`config.mk`:
```
export PLATFORM = sky130hd
export DESIGN_NAME = calc_host
export DESIGN_NICKNAME = d
export VERILOG_FILES = /design/src/rtl/calc_host_pkg.sv /design/src/rtl/calc_host_tmo.sv /design/src/rtl/calc_host.sv
export SDC_FILE = /design/constraint.sdc
export NUM_CORES = 1
export LEC_CHECK = 0
export ABC_CLOCK_PERIOD_IN_PS = 2300
export CAP_MARGIN = 20
export CORE_ASPECT_RATIO = 1.25
export CORE_UTILIZATION = 45
export CTS_BUF_LIST = sky130_fd_sc_hd__clkbuf_2
export CTS_CLUSTER_DIAMETER = 150
export DETAILED_ROUTE_END_ITERATION = 6
export PLACE_DENSITY_LB_ADDON = 0.12
export SETUP_SLACK_MARGIN = 0.02
export SLEW_MARGIN = 20
export SYNTH_ARGS = -nofsm -noshare
export SYNTH_HDL_FRONTEND = slang
export SYNTH_SLANG_ARGS = --single-unit
```
`constraint.sdc`:
```
create_clock -name clk -period 2.3 [get_ports clk]
set_input_delay 0.46 -clock clk [delete_from_list [all_inputs] [get_ports clk]]
set_output_delay 0.46 -clock clk [all_outputs]
set_load 0.02 [all_outputs]
```
`src/rtl/calc_host_pkg.sv`:
```
// Command-byte bit constants for the calculator device, the request opcode
// type and the host sequencer states shared by the host and its sub-blocks.
package cmd_bits;

  // Bit positions of the device command byte.
  localparam int b_op_2   = 0;
  localparam int b_addop  = 1;
  localparam int b_subop  = 2;
  localparam int b_addres = 3;
  localparam int b_subres = 4;
  localparam int b_tx     = 5;

  localparam int CMD_W = 8;

  typedef enum logic [2:0] {
    OP_NONE    = 3'd0,
    OP_ADD     = 3'd1,
    OP_SUB     = 3'd2,
    OP_ACC_ADD = 3'd3,
    OP_ACC_SUB = 3'd4
  } op_e;

  typedef enum logic [2:0] {
    S_IDLE,
    S_CMD2,
    S_DAT2,
    S_CMD1,
    S_DAT1,
    S_CMD_RD,
    S_WAIT_DRDY,
    S_DONE
  } state_e;

  // Second-operand load command and result read-back command.
  localparam logic [CMD_W-1:0] CMD_OP2 = CMD_W'(1) << b_op_2;
  localparam logic [CMD_W-1:0] CMD_RD  = CMD_W'(1) << b_tx;

  // ALU command byte for an opcode; zero for anything that is not an ALU op.
  function automatic logic [CMD_W-1:0] op_to_cmd(op_e op);
    logic [CMD_W-1:0] cmd;
    cmd = '0;
    case (op)
      OP_ADD:     cmd[b_addop]  = 1'b1;
      OP_SUB:     cmd[b_subop]  = 1'b1;
      OP_ACC_ADD: cmd[b_addres] = 1'b1;
      OP_ACC_SUB: cmd[b_subres] = 1'b1;
      default:    cmd = '0;
    endcase
    return cmd;
  endfunction

endpackage

```
`src/rtl/calc_host_tmo.sv`:
```
// Stall timer: counts cycles spent waiting on the device and flags expiry
// once TMO-1 is reached. Clear has priority and restarts the count at zero.
module calc_host_tmo #(
  parameter int TMO = 16
) (
  input  logic clk,
  input  logic rst,
  input  logic clear,
  input  logic enable,
  output logic expired
);

  localparam int CW = (TMO > 1) ? $clog2(TMO) : 1;

  logic [CW-1:0] count;

  assign expired = (count == CW'(TMO - 1));

  // Cycle counter, saturating at the expiry value.
  always_ff @(posedge clk or negedge rst) begin
    // NOTE: sequential state is always assigned with <= so every register
    // samples the pre-edge values of its peers, independent of block order.
    if (!rst) begin
      count <= '0;
    end else if (clear) begin
      count <= '0;
    end else if (enable && !expired) begin
      count <= count + 1'b1;
    end
  end

endmodule

```
`src/rtl/calc_host.sv`:
```
// Bus initiator for the calculator device: turns one valid/ready arithmetic
// request into the device command/operand byte sequence, optionally reads
// the result back, and reports completion with a one-cycle response pulse.
module calc_host
  import cmd_bits::*;
#(
  parameter int DW  = 8,
  parameter int TMO = 16
) (
  input  logic          clk,
  input  logic          rst,
  input  logic          req_valid,
  output logic          req_ready,
  input  logic [2:0]    req_op,
  input  logic [DW-1:0] req_a,
  input  logic [DW-1:0] req_b,
  input  logic          req_rd,
  output logic          rsp_valid,
  output logic [DW-1:0] rsp_data,
  output logic          rsp_err,
  output logic          dev_cs,
  output logic [DW-1:0] dev_din,
  input  logic          dev_busy,
  input  logic          dev_drdy,
  input  logic [DW-1:0] dev_dout
);

  state_e        state, state_nxt;
  op_e           op_q;
  logic [DW-1:0] a_q, b_q;
  logic          rd_q;
  logic          accept, capture, abort;
  logic          expired, waiting;

  assign req_ready = (state == S_IDLE);
  assign rsp_valid = (state == S_DONE);
  assign waiting   = (state == S_CMD2) || (state == S_CMD1) ||
                     (state == S_CMD_RD) || (state == S_WAIT_DRDY);

  calc_host_tmo #(.TMO(TMO)) u_tmo (
    .clk     (clk),
    .rst     (rst),
    .clear   (state_nxt != state),
    .enable  (waiting),
    .expired (expired)
  );

  // State register.
  always_ff @(posedge clk or negedge rst) begin
    if (!rst) state <= S_IDLE;
    else      state <= state_nxt;
  end

  // Next state and device outputs; command bytes go out only when the
  // device is idle, and an expired wait aborts straight to DONE.
  always_comb begin
    // NOTE: every output of this block gets a default first so no path can
    // leave one unassigned and infer a latch.
    state_nxt = state;
    dev_cs    = 1'b0;
    dev_din   = '0;
    accept    = 1'b0;
    capture   = 1'b0;
    abort     = 1'b0;
    case (state)
      S_IDLE: begin
        if (req_valid) begin
          accept = 1'b1;
          case (op_e'(req_op))
            OP_ADD, OP_SUB:         state_nxt = S_CMD2;
            OP_ACC_ADD, OP_ACC_SUB: state_nxt = S_CMD1;
            default:                state_nxt = req_rd ? S_CMD_RD : S_DONE;
          endcase
        end
      end
      S_CMD2: begin
        if (!dev_busy) begin
          dev_cs    = 1'b1;
          dev_din   = DW'(CMD_OP2);
          state_nxt = S_DAT2;
        end else if (expired) begin
          abort     = 1'b1;
          state_nxt = S_DONE;
        end
      end
      S_DAT2: begin
        dev_din   = b_q;
        state_nxt = S_CMD1;
      end
      S_CMD1: begin
        if (!dev_busy) begin
          dev_cs    = 1'b1;
          dev_din   = DW'(op_to_cmd(op_q));
          state_nxt = S_DAT1;
        end else if (expired) begin
          abort     = 1'b1;
          state_nxt = S_DONE;
        end
      end
      S_DAT1: begin
        dev_din   = a_q;
        state_nxt = rd_q ? S_CMD_RD : S_DONE;
      end
      S_CMD_RD: begin
        if (!dev_busy) begin
          dev_cs    = 1'b1;
          dev_din   = DW'(CMD_RD);
          state_nxt = S_WAIT_DRDY;
        end else if (expired) begin
          abort     = 1'b1;
          state_nxt = S_DONE;
        end
      end
      S_WAIT_DRDY: begin
        if (dev_drdy) begin
          capture   = 1'b1;
          state_nxt = S_DONE;
        end else if (expired) begin
          abort     = 1'b1;
          state_nxt = S_DONE;
        end
      end
      S_DONE:  state_nxt = S_IDLE;
      default: state_nxt = S_IDLE;
    endcase
  end

  // Request latch and response registers; a new request clears the old
  // response so a no-read or aborted request reports zero data.
  always_ff @(posedge clk or negedge rst) begin
    if (!rst) begin
      op_q     <= OP_NONE;
      a_q      <= '0;
      b_q      <= '0;
      rd_q     <= 1'b0;
      rsp_data <= '0;
      rsp_err  <= 1'b0;
    end else if (accept) begin
      op_q     <= op_e'(req_op);
      a_q      <= req_a;
      b_q      <= req_b;
      rd_q     <= req_rd;
      rsp_data <= '0;
      rsp_err  <= 1'b0;
    end else if (capture) begin
      rsp_data <= dev_dout;
    end else if (abort) begin
      rsp_data <= '0;
      rsp_err  <= 1'b1;
    end
  end

endmodule

```
Word-level counts from Yosys, hierarchy flattened:

Cells that the tools add are included.

* input port bits: 33
* bits in registers: 36
* word-level logic and storage cells: 76
* output and inout port bits: 20

* equality and inequality tests: 18
* mux-type cells: 36
* reductions and logical operators: 13
* add/subtract/negate cells: 1

Operator list (count)
* $pmux 8 s5: 1
* $mux 8: 3
* $pmux 3 s8: 1
* $eq 3x2->1 const B: 6
* $eq 3x3->1 const B: 6
* $mux 3: 6
* $mux 1: 17
* $eq 3x1->1 const B: 3
* $mux 4: 2
* $mux 6: 1
* $pmux 3 s2: 1
* $mux 5: 1
* $add 4x1->4 const B: 1
* $eq 4x4->1 const B: 1
* $mux 2: 2
* $reduce_bool 2->1: 2
* $reduce_or 2->1: 2
* $logic_not 3->1: 1
* $logic_or 1x1->1: 3
* $ne 3x3->1: 1
* $reduce_bool 3->1: 1
* $reduce_or 3->1: 1
* $ne 2x2->1 const B: 1
* $pmux 1 s2: 1
* other kinds (3): 3

Depth between registers and ports, before layout:

Gate-level depths: netlist of the first run.

* depth in word-level cells: 7
* gate-level depth with buffers: 8
* depth with buffers taken out: 7

By module:

A second synthesis of the first run with hierarchy kept.

* cells, all modules: 205
* area, all modules: 2049.5 µm²

Modules (own cells, without submodules)
* calc_host: cells an instance 185, sequential area each 800.8 µm², instances 1, area an instance 1820.5 µm²
* calc_host_tmo: cells an instance 20, sequential area each 100.1 µm², instances 1, area an instance 229.0 µm²

Least setup slack after synthesis of the first run:

Ideal clock, no wire load.

* kind: reg-to-reg
* from: reg state[1]
* to: reg u_tmo.count[0]
* required time: 2.166 ns
* period minus slack after synthesis: 1.962 ns
* cell stages (with the launch flop): 8
* path buffers: 0
* arrival: 1.828 ns
* setup slack: 0.338 ns
* setup time: 0.134 ns
* cells stage by stage: dfrtp_1 -> inv_1 -> ha_1 -> nor3_4 -> o21ai_2 -> o21a_1 -> a311oi_2 -> nor3_1

* cells in the longest elaborated chain, start to end: 6
* elaborated cells between the ends (all ways): 22
* those cells by class: eq/ne (8); mux (8); reduce/logical (6)

Ends and longest elaborated chain
* start, declared: line calc_host.sv:28 `state_e state, state_nxt;`
* start signal, assigned: line calc_host.sv:51 `else state <= state_nxt;`
* branches (longest 6 deep; another with $pmux 3 s8)
* end signal, assigned: line calc_host_tmo.sv:28 `count <= count + 1'b1;`
* end, declared: line calc_host_tmo.sv:15 `logic [CW-1:0] count;`

Several ways; the timed one is not identified.
A chain may end at the register's enable or synchronous reset.

Worst setup path in the final report of the first run:

* from: reg state[1]
* to: out dev_din[2]

* cells in the longest elaborated chain, start to end: 2
* elaborated cells between the ends (all ways): 6
* those cells by class: eq/ne (5); mux (1)

Ends and longest elaborated chain
* $eq 3x3->1, or another cell as far along: line calc_host.sv:65 `case (state)`
* $pmux 8 s5 (*): line calc_host.sv:65
* end, declared: line calc_host.sv:22 `output logic [DW-1:0] dev_din,`

Every way passes the cells marked *; elsewhere a longest branch is shown, timed or not.

==> flow_summary.ini, run 1 <==
[placement]
dp.cells = 323
portBuffers = 52
place.gp.congestion = 0.922
post-place-ws_ns = -0.434
dp_hpwl_um = 3750

[sta]
finalCritPeriodShare = 0.988
clock_skew_ns = 0.0120
fin_ws_ns = 0.0277
max_clock_freq_mhz = 440
setup_viol = 0
worst_slew_pin_slew_ns = 0.476
slew_headroom = 0.683
layout_min_cycle_time_ns = 2.27
drv_slew = 0
rsz0062_at_grt = true
hold_viol = 0
setup-tns-final_ns = 0

[logic_synthesis]
yosysSeqAreaShare = 0.430
netlist_instances = 197
syn_nets = 234
syn_area_um2 = 2100
synth_ff_type = dfrtp_1
synth-seq-cells = 36
yosys.cell_types.count = 52
yosysWarnings = 0
synthArstFlopShare = 1.00
synth_area_per_cell_um2 = 10.6
synth-edff-count = 0

[clock_network]
cts_made_buffers = 5
ctsLongestPathBuffers = 2
clkTransAtPathRegs_ns = 0.20
cts_root_buf = clkbuf_2
cts_tree = yes
clock_sinks = 36
clk_latency_ns = 0.40
h-tree-depth = 2

[route]
firstDrtPassIters = 4
drt_iter0_drc = 82
wl_um = 5190
wl_per_cell_um = 15.5
vias_per_cell = 5.60
drcViolationCount = 0
postRouteAntennaNets = 0
vias = 1869

[worst_setup_path]
crit_top_cell = buf_6
worstPathCellList = buf_6 -> nor2_4 -> buf_6 -> a22o_1 -> a32oi_1 -> nor2_1 -> buf_4
crit_fanout = 5
cpLargestDelayFamily = flip-flops
end_kind = output port
slowest_delay_ns = 0.50
path_buf_inv = 3
cpMaxStageDelayCell = dfrtp_2
critPathLaunchType = flip-flop
arrival_ns = 1.81
cp.required_ns = 1.84
crit_type = flip-flop to output port

[pwr]
ir_worst_vdd_mv = 0.728
leakagePower_nw = 1.28
power_mw = 3.87
power_density_nw_per_um2 = 1320

[global_route]
grt.overflow.total = 0
grt_pass1_vias = 1791
grtUsageTotal = 0.218
grt_pass1_wl_um = 8310
antenna_found_initial = 0
grt_max_degree = 37

[floorplan]
die_height_um = 78.3
die_w_um = 63.0
dieArea_um2 = 4940
ios = 53
floorplan.initialDensity = 0.474
rows = 27
core_area_um2 = 4430

[min_path]
hp-class = primary input to asynchronous set/reset pin

[final_layout]
final_cells = 334
areaGrowthSynthToFinish_pct = 40.4
drive_above_1_share = 0.351
fillers = 381
fin_nets = 312
antenna_cells = 0

[flow_run]
max-cap-violations = 0

[status]
status = complete, no violations
[final timing paths]
check | to | slack, ns | cells past startpoint | from
min in group clk | rsp_data[4] | 0.53 | 1 | rsp_data[4]
setup / recovery | dev_din[2] | 0.03 | 7 | state[1]
hold reg to reg | rsp_data[4] | 0.53 | 1 | rsp_data[4]
hold / removal | u_tmo.count[2] | 0.44 | 2 | rst
max in group asynchronous | state[1] | 1.48 | 2 | rst
setup reg to reg | u_tmo.count[0] | 0.16 | 8 | state[1]
[timing repair]
item / 4_1_cts / 5_1_grt
buffers inserted: 2 / 1
pin swaps: 1 / 7
resized for setup: 45 / 27
endpoints found under the setup margin: 11 / 12
hold buffers: 0 / 0
[layout make-up]
type	instances	area, µm²	area share
Tap cell	58	72.6	0.0247
Multi-Input combinational cell	144	1160	0.396
Sequential cell	36	905	0.308
Clock buffer	5	25.0	0.00851
Timing Repair Buffer	81	729	0.248
Clock inverter	3	17.5	0.00595
Inverter	7	28.8	0.00978
[cells in the final DEF, fill, tap and decap left out, types with 3 or more instances in the layout]
master and n:
nor3_1 9, o21ai_2 3, nand3_1 4, dlygate4sd2_1 3
clkdlybuf4s50_1 40, buf_6 4, o211ai_1 3, a22o_1 11
clkbuf_2 6, nand2_1 8, a32oi_1 3, a21oi_1 7
dfrtp_1 33, inv_1 5, mux2_2 18, dfrtp_2 3
nor2_1 13, buf_4 29, o21ai_0 7, and2_1 3
buf_2 3, mux2i_1 3
[state kept, by name (all words and copies together) (netlist names)]
register and cells:
rsp_data 8, u_tmo.count 4, a_q 8, rd_q 1, state 3, rsp_err 1, b_q 8, op_q 3
[where the power goes]
part           total, mW  leakage, nW  internal, mW  switching, mW
Sequential          1.11        0.447         0.904          0.203
Clock              0.306       0.0308        0.0739          0.232
Combinational       2.46        0.798          1.23           1.23
Total               3.87         1.28          2.21           1.67
[kinds of logic (layout without fill, tap and decap cells)]
logic type	count (synthesis)	in the layout	share of synthesized area
simple gates	59	59	0.157
xor+xnor	3	3	0.0125
compound gates	57	57	0.214
flops	36	36	0.430
mux	21	21	0.111
fa+ha+maj	4	4	0.0239
buf+inv	17	96	0.0519
[per-stage QoR]
stage	instance area, µm²	hold slack [ns]	util
floorplan	2100	0.164	-
global placement	2810	0.479	0.636
detailed placement	2810	0.485	0.636
CTS	2860	0.461	0.646
global route	2940	0.439	0.665
finish	2940	0.440	0.665
[cells in the mapped netlist, types with 2 or more instances]
master / number / share of area
nand2_1: 9 / 0.016
o211ai_1: 3 / 0.011
nand2b_1: 2 / 0.0060
buf_4: 2 / 0.0072
a21oi_1: 8 / 0.019
nor2_2: 2 / 0.0060
a22o_1: 11 / 0.046
nand3_1: 4 / 0.0096
o21a_1: 2 / 0.0072
clkbuf_1: 3 / 0.0054
o31ai_1: 2 / 0.0072
buf_6: 5 / 0.027
a211oi_1: 2 / 0.0072
mux2i_1: 3 / 0.014
xor2_1: 2 / 0.0084
nand4_1: 2 / 0.0060
mux2_2: 18 / 0.097
inv_1: 6 / 0.011
a32oi_1: 3 / 0.013
and3b_2: 2 / 0.0096
nor2_1: 14 / 0.025
nor3_1: 10 / 0.024
a22oi_1: 3 / 0.011
and2_1: 3 / 0.0090
and3_1: 2 / 0.0060
dfrtp_1: 36 / 0.43
o21ai_0: 9 / 0.021
ha_1: 4 / 0.024
nor4_1: 2 / 0.0060
[metal layers]
| layer | part of all wire | vias to the layer above | global-route usage |
|---|---|---|---|
| met5 | 0 | - | 0 |
| met4 | 0.034 | 0 | 0.102 |
| li1 | - | 898 | - |
| met3 | 0.040 | 18 | 0.0538 |
| met1 | 0.46 | 902 | 0.279 |
| met2 | 0.47 | 51 | 0.344 |
Note: power is estimated with default switching activity, not from simulation.
==> run 2: changes to the inputs <==
--- a/config.mk
+++ b/config.mk
@@ -13,7 +13,9 @@
 export CTS_CLUSTER_DIAMETER = 150
 export DETAILED_ROUTE_END_ITERATION = 6
 export PLACE_DENSITY_LB_ADDON = 0.12
+export REMOVE_ABC_BUFFERS = 1
 export SETUP_SLACK_MARGIN = 0.02
+export SKIP_LAST_GASP = 1
 export SLEW_MARGIN = 20
 export SYNTH_ARGS = -nofsm -noshare
 export SYNTH_HDL_FRONTEND = slang
==> run 2 against run 1 <==
Net effect: the flow now finishes with violations (negative setup slack); largest cell class unchanged; combinational power shrank 5%; critical path type unchanged; global-route usage hardly changed; die area is the same; worst hold slack about the same; sequential power about the same; critical endpoint unchanged.
==> flow_summary.ini, run 2 (same netlist as run 1, synthesis figures left out) <==
[global_route]
antenna_found_initial = 0
grt_pass1_vias = 1799
grt_max_degree = 37
grtUsageTotal = 0.219
grt_pass1_wl_um = 8410
grt.overflow.total = 0

[route]
vias = 1835
drt_iter0_drc = 96
drcViolationCount = 0
wl_per_cell_um = 14.9
wl_um = 4970
postRouteAntennaNets = 0
vias_per_cell = 5.49
firstDrtPassIters = 4

[status]
status = finished with violations
violations = negative setup slack

[flow_run]
max-cap-violations = 0

[final_layout]
drive_above_1_share = 0.326
final_util = 0.660
areaGrowthSynthToFinish_pct = 39.3
finalInstanceArea_um2 = 2920
antenna_cells = 0
layout_commonest_cell = clkdlybuf4s50_1
fillers = 376
fin_nets = 312
final_cells = 334
top_regs = a_q: 8 flops, b_q: 8 flops, rsp_data: 8 flops
layout_common_cells = clkdlybuf4s50_1 (40), dfrtp_1 (34), buf_4 (31)

[sta]
max_clock_freq_mhz = 432
drv_slew = 0
rsz0062_at_grt = true
finalCritPeriodShare = 1.01
setup_viol = 1
layout_min_cycle_time_ns = 2.31
fin_ws_ns = -0.0140
hold_viol = 0
timing.hold.ws_ns = 0.440
slew_headroom = 0.692
setup-tns-final_ns = -0.0140
worst_slew_pin_slew_ns = 0.463
clock_skew_ns = 0.0260

[clock_network]
hold_buffers = 0
clock_sinks = 36
clkTransAtPathRegs_ns = 0.21
cts_tree = yes
ctsLongestPathBuffers = 2
cts_made_buffers = 5
cts_root_buf = clkbuf_2
h-tree-depth = 2
clk_latency_ns = 0.40

[worst_setup_path]
end_kind = output port
cpLargestDelayFamily = flip-flops
worstPathCellList = buf_6 -> inv_4 -> nor2_4 -> buf_6 -> a22o_1 -> a32oi_1 -> nor2_1 -> buf_4
critPathLaunch = state[2]
cp.required_ns = 1.84
crit_fanout = 7
slowest_delay_ns = 0.52
crit_type = flip-flop to output port
arrival_ns = 1.85
cpMaxStageDelayCell = dfrtp_2
path_buf_inv = 4
critPathLaunchType = flip-flop
crit_top_cell = buf_6
r2r_start = state[2]

[pwr]
clockPowerShare = 0.083
p_switching_mw = 1.61
internal_power_mw = 2.11
leakagePower_nw = 1.28
ir_worst_vdd_mv = 0.561
swShare = 0.434
power_mw = 3.72
comb_power_share = 0.626
power.share.sequential = 0.292
power_density_nw_per_um2 = 1270

[floorplan]
core_area_um2 = 4430
die_height_um = 78.3
dieArea_um2 = 4940
ios = 53
floorplan.initialDensity = 0.474
die_w_um = 63.0
rows = 27

[placement]
placed_area_um2 = 2800
portBuffers = 52
dp_hpwl_um = 3720
place.gp.congestion = 0.865
dp.cells = 321
post-place-ws_ns = -0.426

[min_path]
hp-class = primary input to asynchronous set/reset pin
[run 2: timing repair]
item	4_1_cts	5_1_grt
setup endpoints to repair	11	13
gates resized for setup	39	21
pin swaps	0	8
setup buffers	2	3
[run 2: final cells by class]
class	count	area, µm²	area share
Clock inverter	3	21.3	0.00729
Inverter	7	28.8	0.00986
Clock buffer	5	25.0	0.00857
Multi-Input combinational cell	144	1150	0.393
Tap cell	58	72.6	0.0249
Timing Repair Buffer	81	722	0.247
Sequential cell	36	903	0.309
[run 2: power groups by stage]
stage / Clock, mW / Combinational (mW) / Sequential (mW)
4_1_cts: 0.317 / 2.18 / 1.09
3_3_place_gp: 0 / 2.17 / 1.09
2_1_floorplan: 0 / 1.23 / 1.19
5_1_grt: 0.343 / 2.52 / 1.12
3_5_place_dp: 0 / 2.17 / 1.10
6_report: 0.308 / 2.33 / 1.08
[run 2: routing by layer]
layer / wire, µm / global-route usage / up-vias / share of wire
met5: 0 / 0 / - / 0
met3: 203 / 0.0422 / 6 / 0.041
met1: 2220 / 0.279 / 885 / 0.45
met2: 2480 / 0.369 / 48 / 0.50
li1: - / - / 896 / -
met4: 61 / 0.0698 / 0 / 0.012
[run 2: final timing paths]
| kind | depth (start not counted) | slack (ns) | end |
|---|---|---|---|
| setup reg to reg | 8 | 0.17 | u_tmo.count[2] |
| max in group asynchronous | 2 | 1.49 | state[1] |
| hold reg to reg | 2 | 0.53 | rsp_err |
| hold / removal | 2 | 0.44 | u_tmo.count[0] |
| min in group clk | 2 | 0.53 | rsp_err |
| setup / recovery | 8 | -0.01 | dev_din[2] |
==> run 3: changes to the inputs <==
--- a/config.mk
+++ b/config.mk
@@ -12,6 +12,7 @@
 export CTS_BUF_LIST = sky130_fd_sc_hd__clkbuf_2
 export CTS_CLUSTER_DIAMETER = 150
 export DETAILED_ROUTE_END_ITERATION = 6
+export GPL_TIMING_DRIVEN = 0
 export PLACE_DENSITY_LB_ADDON = 0.12
 export REMOVE_ABC_BUFFERS = 1
 export SETUP_SLACK_MARGIN = 0.02
==> run 3 against run 2 <==
Net effect: the flow now finishes without violations; cell count down 2.4%; sequential power about the same; worst hold slack worse by 0.014 ns; sequential cell count unchanged; non-clock buffer count down 8; critical path type unchanged; largest power group unchanged.
==> flow_summary.ini, run 3 (same netlist as run 1, synthesis figures left out) <==
[final_layout]
final_util = 0.655
multi_input_area_um2 = 1180
antenna_cells = 0
drive_above_1_share = 0.340
fillers = 369
top_regs = a_q: 8 flops, b_q: 8 flops, rsp_data: 8 flops
layout_commonest_cell = clkdlybuf4s50_1
seq_area_um2 = 905
layout_common_cells = clkdlybuf4s50_1 (39), dfrtp_1 (33), buf_4 (20)
fin_nets = 304
areaGrowthSynthToFinish_pct = 38.4

[floorplan]
ios = 53
rows = 27
dieArea_um2 = 4940
floorplan.initialDensity = 0.474
core_area_um2 = 4430
die_w_um = 63.0
die_height_um = 78.3

[route]
vias = 1845
firstDrtPassIters = 5
wl_um = 5190
wl_per_cell_um = 15.9
postRouteAntennaNets = 0
drt_iter0_drc = 103
drcViolationCount = 0
vias_per_cell = 5.66

[placement]
place.gp.congestion = 0.868
dp_hpwl_um = 3340
portBuffers = 52

[global_route]
antenna_found_initial = 0
grt.overflow.total = 0
grt_pass1_vias = 1793
grt_max_degree = 28
grtUsageTotal = 0.216
grt_pass1_wl_um = 8340

[sta]
finalCritPeriodShare = 0.997
hold_viol = 0
clock_skew_ns = 0.0379
slew_headroom = 0.654
setup-tns-final_ns = 0
setup_viol = 0
worst_slew_pin_slew_ns = 0.519
max_clock_freq_mhz = 436
drv_slew = 0
layout_min_cycle_time_ns = 2.29
rsz0062_at_grt = true

[status]
status = complete, no violations

[flow_run]
max-cap-violations = 0

[worst_setup_path]
crit_type = flip-flop to output port
slowest_delay_ns = 0.50
cp.depth = 6
critPathLaunchType = flip-flop
worstPathCellList = nand2_4 -> nor4_4 -> nand2_1 -> o22a_1 -> nor2_1 -> buf_4
path_buf_inv = 1
ff2ff_setup_slack_ns = 0.10
cp.required_ns = 1.84
cpMaxStageDelayCell = dfrtp_2
worst_r2r_path_depth = 8
arrival_ns = 1.83
crit_fanout = 6
end_kind = output port
r2r_end = u_tmo.count[3]
r2r_start = state[1]
cpLargestDelayFamily = simple AND/OR/NAND/NOR gates

[pwr]
power_density_nw_per_um2 = 1320
ir_worst_vdd_mv = 0.560
leakagePower_nw = 1.26

[clock_network]
ctsLongestPathBuffers = 2
cts_made_buffers = 5
cts_tree = yes
cts_root_buf = clkbuf_2
clkTransAtPathRegs_ns = 0.20
h-tree-depth = 2
clock_sinks = 36
clk_latency_ns = 0.39

[min_path]
hp-class = primary input to asynchronous set/reset pin
## run 3: cell count changes in the layout (fill, tap and decap cells not counted), sizes merged
cell,delta
dlygate4sd2,-1
dlygate4sd3,+1
inv,-2
buf,-8
clkdlybuf4s50,-1
clkbuf,+3
## run 3: layout make-up
type                    count  area share
clock buffers               7      0.0121
clock inverters             1     0.00302
inverters                   7      0.0129
multi-input cells         144       0.409
flip-flops and latches     36       0.312
well taps                  58      0.0250
repair buffers             73       0.226
## run 3: per-layer routing
metal	wire length, µm	global-route usage	up-vias	share of wire
met1	2180	0.271	887	0.42
met5	0	0	-	0
met4	97	0.0791	0	0.019
met2	2640	0.363	70	0.51
li1	-	-	877	-
met3	273	0.0436	11	0.053
## run 3: worst max path at each step
| stage | end | slack [ns] | start |
|---|---|---|---|
| floorplan | a_q[1] | -0.04 | state[0] |
| global route | dev_din[1] | -0.10 | state[1] |
| finish | dev_din[1] | 0.006 | state[0] |
| detailed placement | dev_din[1] | -0.66 | dev_busy |
| CTS | dev_din[1] | -0.16 | state[2] |
| global placement | dev_din[1] | -0.68 | dev_busy |
## run 3: metrics by stage
stage          hold WS (ns)  setup slack [ns]  instances  area [µm²]  power, mW
2_1_floorplan         0.164           -0.0429        187        2010       2.42
3_3_place_gp          0.477            -0.677        297        2610       2.99
5_1_grt               0.422            -0.100        326        2900       4.09
6_report              0.426           0.00636        326        2900       3.82
4_1_cts               0.417            -0.159        320        2820       3.56
3_5_place_dp          0.347            -0.665        298        2620       3.02
## run 3: what timing repair did
item | 4_1_cts | 5_1_grt
pin swaps | 0 | 8
setup buffers | 13 | 6
hold buffers | 1 | 0
endpoints found under the hold margin | 9 | 0
cloned | 0 | 0
setup endpoints to repair | 41 | 13
resized for setup | 47 | 31
## run 3: report_power, final
part | switching [mW] | leakage [nW] | internal, mW
clock | 0.208 | 0.0332 | 0.0866
sequential | 0.199 | 0.447 | 0.904
combinational | 1.27 | 0.775 | 1.15
total | 1.68 | 1.26 | 2.14
